**src/rtl/legv8_multicycle_ctrl.sv**
```systemverilog
// Multicycle control FSM for the LEGv8 core: fetch/decode/execute/memory/writeback sequencing.
// Optional macro LEGV8_ILLEGAL_TRAP_EN: illegal opcodes halt the FSM instead of retiring as NOPs.
module legv8_multicycle_ctrl #(
    parameter int BRANCHOP_W = 3,
    parameter int ALUOP_W    = 2
) (
    input  logic                  clk,
    input  logic                  reset,
    input  logic [10:0]           opcode,
    input  logic                  mem_ready,
    output logic                  mem_req,
    output logic                  mem_write,
    output logic                  iord,
    output logic                  ir_write,
    output logic                  pc_write,
    output logic                  pc_src_inc,
    output logic [BRANCHOP_W-1:0] branch_op,
    output logic                  setflags,
    output logic                  alu_src_imm,
    output logic [ALUOP_W-1:0]    alu_op,
    output logic                  reg_write,
    output logic                  mem_to_reg,
    output logic                  link,
    output logic                  retire,
    output logic                  illegal
);

    typedef enum logic [2:0] {
        S_FETCH, S_DECODE, S_EXEC, S_MEM, S_WB, S_HALT
    } state_t;

    typedef enum logic [3:0] {
        C_ILL, C_RTYPE, C_ADDI, C_LDUR, C_STUR,
        C_B, C_BL, C_CBZ, C_CBNZ, C_BCOND, C_BR
    } iclass_t;

    localparam logic [BRANCHOP_W-1:0] BOP_NONE  = BRANCHOP_W'(0);
    localparam logic [BRANCHOP_W-1:0] BOP_B     = BRANCHOP_W'(1);
    localparam logic [BRANCHOP_W-1:0] BOP_BR    = BRANCHOP_W'(2);
    localparam logic [BRANCHOP_W-1:0] BOP_BL    = BRANCHOP_W'(3);
    localparam logic [BRANCHOP_W-1:0] BOP_CBZ   = BRANCHOP_W'(4);
    localparam logic [BRANCHOP_W-1:0] BOP_CBNZ  = BRANCHOP_W'(5);
    localparam logic [BRANCHOP_W-1:0] BOP_BCOND = BRANCHOP_W'(6);

    localparam logic [ALUOP_W-1:0] ALU_ADD   = ALUOP_W'(0);
    localparam logic [ALUOP_W-1:0] ALU_RTYPE = ALUOP_W'(3);

    state_t  state_q, state_d;
    iclass_t class_q, class_d;
    logic    sflag_q, sflag_d;
    logic    illegal_q, illegal_d;
    iclass_t dec_class;
    logic    dec_sflag;

    // Opcode classification; dec_sflag marks the flag-setting R-type forms.
    always_comb begin
        dec_class = C_ILL;
        dec_sflag = 1'b0;
        casez (opcode)
            11'b10001011000,
            11'b11001011000: dec_class = C_RTYPE;
            11'b10101011000,
            11'b11101011000: begin
                dec_class = C_RTYPE;
                dec_sflag = 1'b1;
            end
            11'b1001000100?: dec_class = C_ADDI;
            11'b11111000010: dec_class = C_LDUR;
            11'b11111000000: dec_class = C_STUR;
            11'b000101?????: dec_class = C_B;
            11'b100101?????: dec_class = C_BL;
            11'b10110100???: dec_class = C_CBZ;
            11'b10110101???: dec_class = C_CBNZ;
            11'b01010100???: dec_class = C_BCOND;
            11'b11010110000: dec_class = C_BR;
            default:         dec_class = C_ILL;
        endcase
    end

    always_ff @(posedge clk or posedge reset) begin
        if (reset) begin
            state_q   <= S_FETCH;
            class_q   <= C_ILL;
            sflag_q   <= 1'b0;
            illegal_q <= 1'b0;
        end else begin
            state_q   <= state_d;
            class_q   <= class_d;
            sflag_q   <= sflag_d;
            illegal_q <= illegal_d;
        end
    end

    // The IR is valid during DECODE, so the class is latched there for EXEC onward.
    assign class_d = (state_q == S_DECODE) ? dec_class : class_q;
    assign sflag_d = (state_q == S_DECODE) ? dec_sflag : sflag_q;
    assign illegal = illegal_q;

    always_comb begin
        state_d     = state_q;
        illegal_d   = illegal_q;
        mem_req     = 1'b0;
        mem_write   = 1'b0;
        iord        = 1'b0;
        ir_write    = 1'b0;
        pc_write    = 1'b0;
        pc_src_inc  = 1'b0;
        branch_op   = BOP_NONE;
        setflags    = 1'b0;
        alu_src_imm = 1'b0;
        alu_op      = ALU_ADD;
        reg_write   = 1'b0;
        mem_to_reg  = 1'b0;
        link        = 1'b0;
        retire      = 1'b0;
        // Strobes are masked while reset is held so nothing leaks during an abort.
        if (!reset) begin
            case (state_q)
                S_FETCH: begin
                    mem_req = 1'b1;
                    if (mem_ready) begin
                        ir_write   = 1'b1;
                        pc_write   = 1'b1;
                        pc_src_inc = 1'b1;
                        state_d    = S_DECODE;
                    end
                end
                S_DECODE: state_d = S_EXEC;
                S_EXEC: begin
                    case (class_q)
                        C_RTYPE: begin
                            alu_op   = ALU_RTYPE;
                            setflags = sflag_q;
                            state_d  = S_WB;
                        end
                        C_ADDI: begin
                            alu_src_imm = 1'b1;
                            state_d     = S_WB;
                        end
                        C_LDUR, C_STUR: begin
                            alu_src_imm = 1'b1;
                            state_d     = S_MEM;
                        end
                        C_B, C_BR, C_CBZ, C_CBNZ, C_BCOND: begin
                            pc_write = 1'b1;
                            retire   = 1'b1;
                            state_d  = S_FETCH;
                            case (class_q)
                                C_B:     branch_op = BOP_B;
                                C_BR:    branch_op = BOP_BR;
                                C_CBZ:   branch_op = BOP_CBZ;
                                C_CBNZ:  branch_op = BOP_CBNZ;
                                default: branch_op = BOP_BCOND;
                            endcase
                        end
                        C_BL: begin
                            branch_op = BOP_BL;
                            pc_write  = 1'b1;
                            state_d   = S_WB;
                        end
                        default: begin
`ifdef LEGV8_ILLEGAL_TRAP_EN
                            illegal_d = 1'b1;
                            state_d   = S_HALT;
`else
                            retire  = 1'b1;
                            state_d = S_FETCH;
`endif
                        end
                    endcase
                end
                S_MEM: begin
                    mem_req   = 1'b1;
                    iord      = 1'b1;
                    mem_write = (class_q == C_STUR);
                    if (mem_ready) begin
                        if (class_q == C_STUR) begin
                            retire  = 1'b1;
                            state_d = S_FETCH;
                        end else begin
                            state_d = S_WB;
                        end
                    end
                end
                S_WB: begin
                    reg_write  = 1'b1;
                    mem_to_reg = (class_q == C_LDUR);
                    link       = (class_q == C_BL);
                    retire     = 1'b1;
                    state_d    = S_FETCH;
                end
                default: state_d = S_HALT;
            endcase
        end
    end

endmodule

```
**config.mk**
```make
export PLATFORM = sky130hd
export DESIGN_NAME = legv8_multicycle_ctrl
export DESIGN_NICKNAME = d
export VERILOG_FILES = /design/src/rtl/legv8_multicycle_ctrl.sv
export SDC_FILE = /design/constraint.sdc
export NUM_CORES = 1
export LEC_CHECK = 0
export ABC_CLOCK_PERIOD_IN_PS = 3770
export CORE_UTILIZATION = 40
export CTS_CLUSTER_SIZE = 8
export DETAILED_ROUTE_END_ITERATION = 7
export PLACE_DENSITY = 0.72
export SKIP_LAST_GASP = 1
export SLEW_MARGIN = 20
export SYNTH_ARGS = -nofsm -noshare
export SYNTH_HDL_FRONTEND = slang
export SYNTH_SLANG_ARGS = --single-unit
```
**constraint.sdc**
```tcl
create_clock -name clk -period 3.77 [get_ports clk]
set_clock_uncertainty 0.2 [all_clocks]
set_input_delay 0.754 -clock clk [delete_from_list [all_inputs] [get_ports clk]]
set_output_delay 0.754 -clock clk [all_outputs]
set_load 0.01 [all_outputs]
```
==> metrics, run 1 <==
outcome=finished clean; Total Neg Setup Slack=0 ns; post-cts sizing count=0; core box area=0.00206 mm2; clock network power share=10.0%; WP data required=roughly 2.8 ns; RSZ-0062 raised after global routing=no; Mean Syn Cell Area=7.59 um2; Antenna diodes=0; r2r setup slk=1.77 ns; synthesis-to-finish area growth=35.0%; DRT Wirelength=~2200 um; Peak VDD IR=around 440 uV; clk sink count=8; number of synthesized flops with an enable pin=0; crit-path max FO=4; P_sw=~0.00029 W; Cells after Synth=121; post-route antenna net violation count=0; vias in the first global route=868; largest family of logic cells by synthesized area=simple AND/OR/NAND/NOR gates; Mapped Area=918 um2; WP depth=6; area of the multi-input gates=~630 um2; adder-cell share of the synthesized area=0%; R2R depth=4; DIE WIDTH=49.9 um; Gate power share=56.2%; Critical Path Start=reset; Power Dens Cells=509 mW/mm2; top cells by area, synth=dfrtp_1 22%, nor2_1 5.7%, nand2b_1 5.4%, a21oi_1 4.9%, o21ai_0 3.8%; Net Count, Synth=between 100 and 150; pre-CTS setup slack=0.0505 ns; clk slew on worst S/H paths=0.05 ns; sequence of cells on the critical path=clkdlybuf4s50_1 -> or2_1 -> or3_4 -> nor4_4 -> and2_1 -> clkdlybuf4s50_1; startpoint types=input port; commonest non-fill, non-tap cell in the layout=clkdlybuf4s50_1; Die Y=49.9 um; Slew HR=65.0%; Buf+Inv Stages, Crit Path=2; Synth Area in XOR/XNOR=0.954%; Setup Fix Bufs, Post-CTS=0; dpl hpwl=1790 um; top cell family by delay on the critical path=simple AND/OR/NAND/NOR gates; Vias per Instance=5.61; Distinct cells, synth=between 40 and 50; IO buf count=30; cell taking the most area after synthesis=dfrtp_1; Congestion Overflow GR=0; starting density of the core=44.5%; Clock Path Buffers=2; post-synthesis compound-gate area fraction=25.9%; DRC=0; Clock Latency Late Sink=0.25 ns; Post-Synth Simple-Gate Area=approximately two fifths; final period utilization=96.9%; register area share after synthesis=21.8%; Die Area=0.00249 mm2; number of nets in the layout=about 160; gpl congestion=0.822; CTS Root Cell=clkbuf_4; count of final setup violators=0; total track usage=19.4%; max-capacitance violation count=0; Switching Share=between 40 and 50%; CTS tree=built; fmax=274 MHz; final hold vios=0; # fillers=207; Main synth FF type=dfrtp_1; most frequent cells in the layout=30 x clkdlybuf4s50_1, 14 x nor2_1, 9 x a21oi_1; slowest CP cell=clkdlybuf4s50_1; Slew @ Worst Pin=~0.52 ns; P_int=about 0.00034 W; TritonCTS buffer count=3; post-route minimum period=between 3 and 4 ns; Yosys top cell area share=21.8%; Static Leak=0.456 nW; final worst slack=about 0.12 ns; asr flop ratio synth=100%; Worst R2R End=state_q[1]$_DFFE_PP0P_; Via Count=roughly 980; WS Path Type=in -> out; Pre-antenna DRT Iters=4; row cnt=16; htree depth=1; Critical Path Max Stage Delay=0.53 ns; largest net degree at the start of global routing=15; Wirelength per Cell=12.7 um; Seq. cell area=200 um2; First DRT Iteration DRCs=22; mux cell area share after synthesis=0%; Worst Setup EP=setflags; crit-path most repeated cell=clkdlybuf4s50_1; I/O pins=32; Worst Hold Class=reg -> reg; #FFs+latches synth=8; antenna violations before repair=0; Critical Path AT=roughly 2.7 ns; cts hold-fix bufs=0; synthesis warning total=0; Seq pwr share=33.8%; first-pass GRT wire length=between 3000 and 4000 um; share of cells above drive strength 1=8.11%; Pins Over Slew Limit=0; post-route core utilization=60.1%; worst r2r src=class_q[2]$_DFFE_PP0N_; nature of the critical path endpoint=output port
==> worst min path at each step <==
stage / start / end / slack [ns] / cells past startpoint
floorplan: sflag_q$_DFFE_PP0N_ / sflag_q$_DFFE_PP0N_ / 0.31 / 2
global placement: sflag_q$_DFFE_PP0N_ / sflag_q$_DFFE_PP0N_ / 0.33 / 2
detailed placement: sflag_q$_DFFE_PP0N_ / sflag_q$_DFFE_PP0N_ / 0.33 / 2
CTS: sflag_q$_DFFE_PP0N_ / sflag_q$_DFFE_PP0N_ / 0.34 / 2
global route: sflag_q$_DFFE_PP0N_ / sflag_q$_DFFE_PP0N_ / 0.37 / 2
finish: sflag_q$_DFFE_PP0N_ / sflag_q$_DFFE_PP0N_ / 0.33 / 2
==> cell usage after synthesis, types with 2 or more instances <==
master	n
nor4_1	2
inv_1	6
a21oi_1	9
nand2b_1	8
a31oi_1	3
or3_1	2
nor2_1	14
o41ai_1	2
nor2b_1	2
a211oi_1	3
nand2_1	4
buf_6	2
nor3_1	4
and3_1	3
nand3b_1	3
o21ai_0	7
buf_2	2
buf_4	4
clkbuf_1	2
nand3_1	2
dfrtp_1	8
nor3b_1	2
==> through the flow <==
step	total power [W]	instance area, um2	instances	hold WS [ns]
2_1_floorplan	0.000466	918	121	0.306
3_3_place_gp	0.000556	1210	172	0.325
3_5_place_dp	0.000564	1210	172	0.325
4_1_cts	0.000633	1230	175	0.335
5_1_grt	0.000691	1240	175	0.368
6_report	0.000632	1240	175	0.327
==> state kept, by name (all words and copies together) (netlist names) <==
signal and count:
sflag_q 1, class_q 4, state_q 3
==> worst reg2reg max path, cell delays in order (launching register included) <==
cell     delay [ns]
dfrtp_1        0.61
or3b_1         0.43
a211o_1        0.30
a311o_1        0.31
o21ai_0        0.08
==> cells by family after synthesis <==
group / count (synthesis)
AO/OA/AOI/OAI: 36
AND/OR/NAND/NOR: 59
buffers and inverters: 16
XOR/XNOR: 1
flip-flops: 8
other: 1
==> area by class of cell <==
cell class | instances | share of cell area (%)
Multi-Input combinational cell | 97 | 50.9
Timing Repair Buffer | 34 | 26.6
Sequential cell | 8 | 16.1
Tap cell | 27 | 2.72
Clock buffer | 3 | 1.82
Inverter | 6 | 1.82
==> metal layers <==
layer  track usage [%]  vias to the layer above  wire, um
met5                 0                        -         0
met4              8.57                        0        39
met3              3.09                        4       110
met2              30.6                       41      1020
met1              25.7                      431      1060
li1                  -                      506         -
==> power by group through the flow <==
stage / logic (W) / registers [W] / clock network, W
2_1_floorplan: 0.000325 / 0.000141 / 0
3_3_place_gp: 0.000347 / 0.000209 / 0
3_5_place_dp: 0.000351 / 0.000213 / 0
4_1_cts: 0.000354 / 0.000212 / 0.0000668
5_1_grt: 0.000393 / 0.000225 / 0.0000726
6_report: 0.000355 / 0.000214 / 0.0000629
Note: power is estimated with default switching activity, not from simulation.
==> run 2, diff against run 1 <==
Settings changed: CAP_MARGIN set to 20.
==> results of run 2 <==
No change in the layout: final DEF, timing and power equal those of run 1.
==> run 3, diff against run 2 <==
Settings changed: ABC_CLOCK_PERIOD_IN_PS 3770 to 4000.
Clock period 3.77 ns to 4 ns, I/O delays scaled along.
==> run 3 against run 2 <==
Power shrank 5.6%. Core utilization shrank 0.61 points. Sequential power shrank 6%. Setup slack gained 0.0079 ns. Via count grew 5.1%. Final cell count shrank 0.57%. Critical path type unchanged. Design area shrank 1.0%. Sequential share of layout area grew 0.16 points. Global-route usage grew 0.24 points. Die area is the same. Critical endpoint is now retire.
==> metrics, run 3 (synthesized netlist as in run 1, its figures left out) <==
outcome=finished clean (unchanged); Wirelength per Cell=13.0 um (was 12.7 um); cts hold-fix bufs=0 (unchanged); Clock Latency Late Sink=0.25 ns (about the same); RSZ-0062 raised after global routing=no (unchanged); Antenna diodes=0 (unchanged); vias in the first global route=899 (was 868); CTS tree=built (unchanged); gpl congestion=0.884 (was 0.822); R2R depth=4 (unchanged); WS Path Type=in -> out (unchanged); htree depth=1 (unchanged); max-capacitance violation count=0 (unchanged); final hold vios=0 (unchanged); Inst Count DP=171 (was 172); startpoint types=input port (unchanged); I/O pins=32 (unchanged); Peak VDD IR=426 uV (was 441 uV); Critical Path AT=2.88 ns (was 2.70 ns); nature of the critical path endpoint=output port (unchanged); count of final setup violators=0 (unchanged); total track usage=19.6% (was 19.4%); largest registers=class_q x4, state_q x3, sflag_q x1 (unchanged); Critical Path Start=reset (unchanged); slowest CP cell=clkdlybuf4s50_1 (unchanged); fmax=258 MHz; Total Neg Setup Slack=0 ns (unchanged); post-route core utilization=59.5% (was 60.1%); Pre-antenna DRT Iters=4 (unchanged); crit-path max FO=5 (was 4); r2r setup slk=2.00 ns (was 1.77 ns); Slew @ Worst Pin=0.517 ns (was 0.522 ns); First DRT Iteration DRCs=20 (was 22); Via Count=1032 (was 982); dpl hpwl=1820 um (was 1790 um); crit-path most repeated cell=clkdlybuf4s50_1 (unchanged); Worst Hold Class=reg -> reg (unchanged); DRT Wirelength=2270 um (was 2230 um); post-route antenna net violation count=0 (unchanged); starting density of the core=44.5% (unchanged); Die Area=0.00249 mm2 (unchanged); final period utilization=96.9%; post-cts sizing count=0 (unchanged); Largest register FFs=4 (unchanged); DRC=0 (unchanged); Die Y=49.9 um (unchanged); clk sink count=8 (unchanged); Slew HR=65.4% (was 65.0%); worst r2r src=class_q[2]$_DFFE_PP0N_ (unchanged); final std cells w/o fill=174 (was 175); core box area=0.00206 mm2 (unchanged); WP depth=7 (was 6); Biggest register=class_q (unchanged); share of cells above drive strength 1=6.80% (was 8.11%); Power Dens Cells=486 mW/mm2 (was 509 mW/mm2); Buf+Inv Stages, Crit Path=3 (was 2); Worst R2R End=state_q[1]$_DFFE_PP0P_ (unchanged); IO buf count=30 (unchanged); first-pass GRT wire length=3790 um (unchanged); Vias per Instance=5.93 (was 5.61); largest net degree at the start of global routing=15 (unchanged); number of nets in the layout=163 (was 164); top cell family by delay on the critical path=buffers and inverters (was simple AND/OR/NAND/NOR gates); most frequent cells in the layout=30 x clkdlybuf4s50_1, 14 x nor2_1, 9 x a21oi_1 (unchanged); Static Leak=0.449 nW (was 0.456 nW); WP data required=3.00 ns (was 2.82 ns); Pins Over Slew Limit=0 (unchanged); Clock Path Buffers=2 (unchanged); Worst Setup EP=retire (was setflags); sequence of cells on the critical path=clkdlybuf4s50_1 -> or2_1 -> or3_1 -> buf_4 -> o21ai_0 -> a21o_1 -> clkdlybuf4s50_1 (was clkdlybuf4s50_1 -> or2_1 -> or3_4 -> nor4_4 -> and2_1 -> clkdlybuf4s50_1); commonest non-fill, non-tap cell in the layout=clkdlybuf4s50_1 (unchanged); DIE WIDTH=49.9 um (unchanged); post-route minimum period=3.88 ns; TritonCTS buffer count=3 (unchanged); Congestion Overflow GR=0 (unchanged); clk slew on worst S/H paths=0.06 ns (was 0.05 ns); Critical Path Max Stage Delay=0.53 ns (about the same); row cnt=16 (unchanged); antenna violations before repair=0 (unchanged); synthesis-to-finish area growth=33.7% (was 35.0%); CTS Root Cell=clkbuf_4 (unchanged); Setup Fix Bufs, Post-CTS=0 (unchanged)
==> run 3: changes by cell type in the layout (fill, tap and decap cells not counted), sizes merged <==
cell / delta
buf: -1
==> run 3: power breakdown <==
group	switching, W	leakage, nW	internal [W]
sequential	0.0000902	0.100	0.000111
combinational	0.000163	0.335	0.000171
clock	0.0000268	0.0138	0.0000343
==> run 3: worst min path at each step <==
stage | slack [ns] | depth (start not counted) | to | start
global route | 0.37 | 2 | sflag_q$_DFFE_PP0N_ | sflag_q$_DFFE_PP0N_
detailed placement | 0.33 | 2 | sflag_q$_DFFE_PP0N_ | sflag_q$_DFFE_PP0N_
floorplan | 0.31 | 2 | sflag_q$_DFFE_PP0N_ | sflag_q$_DFFE_PP0N_
global placement | 0.32 | 2 | sflag_q$_DFFE_PP0N_ | sflag_q$_DFFE_PP0N_
CTS | 0.34 | 2 | sflag_q$_DFFE_PP0N_ | sflag_q$_DFFE_PP0N_
finish | 0.33 | 2 | sflag_q$_DFFE_PP0N_ | sflag_q$_DFFE_PP0N_
==> run 3: stage by stage <==
step	worst slack, ns	cell area (um2)	total power, W	hold slack (ns)
floorplan	1.01	918	0.000439	0.306
global placement	0.205	1200	0.000521	0.323
detailed placement	0.153	1200	0.000531	0.329
CTS	0.154	1230	0.000594	0.338
global route	0.0547	1230	0.000647	0.369
finish	0.124	1230	0.000596	0.328
==> run 3: layout make-up <==
cell class / instances / area (um2)
Sequential cell: 8 / 200
Timing Repair Buffer: 33 / 323
Inverter: 6 / 22.5
Tap cell: 27 / 33.8
Clock buffer: 3 / 22.5
Multi-Input combinational cell: 97 / 626
Fill cell: 202 / 835
==> run 3: per-layer routing <==
layer  up-vias  global-route usage, %  wire length, um
met5         -                      0                0
met4         0                   9.52               30
met3         5                   2.78              155
met2        54                   33.3             1090
met1       469                   23.9              987
li1        504                      -                -
==> run 3: tightest hold or removal path, stage by stage, from the launching register on <==
cell and delay [ns]:
dfrtp_1 0.37, inv_1 0.05, o21ai_0 0.07
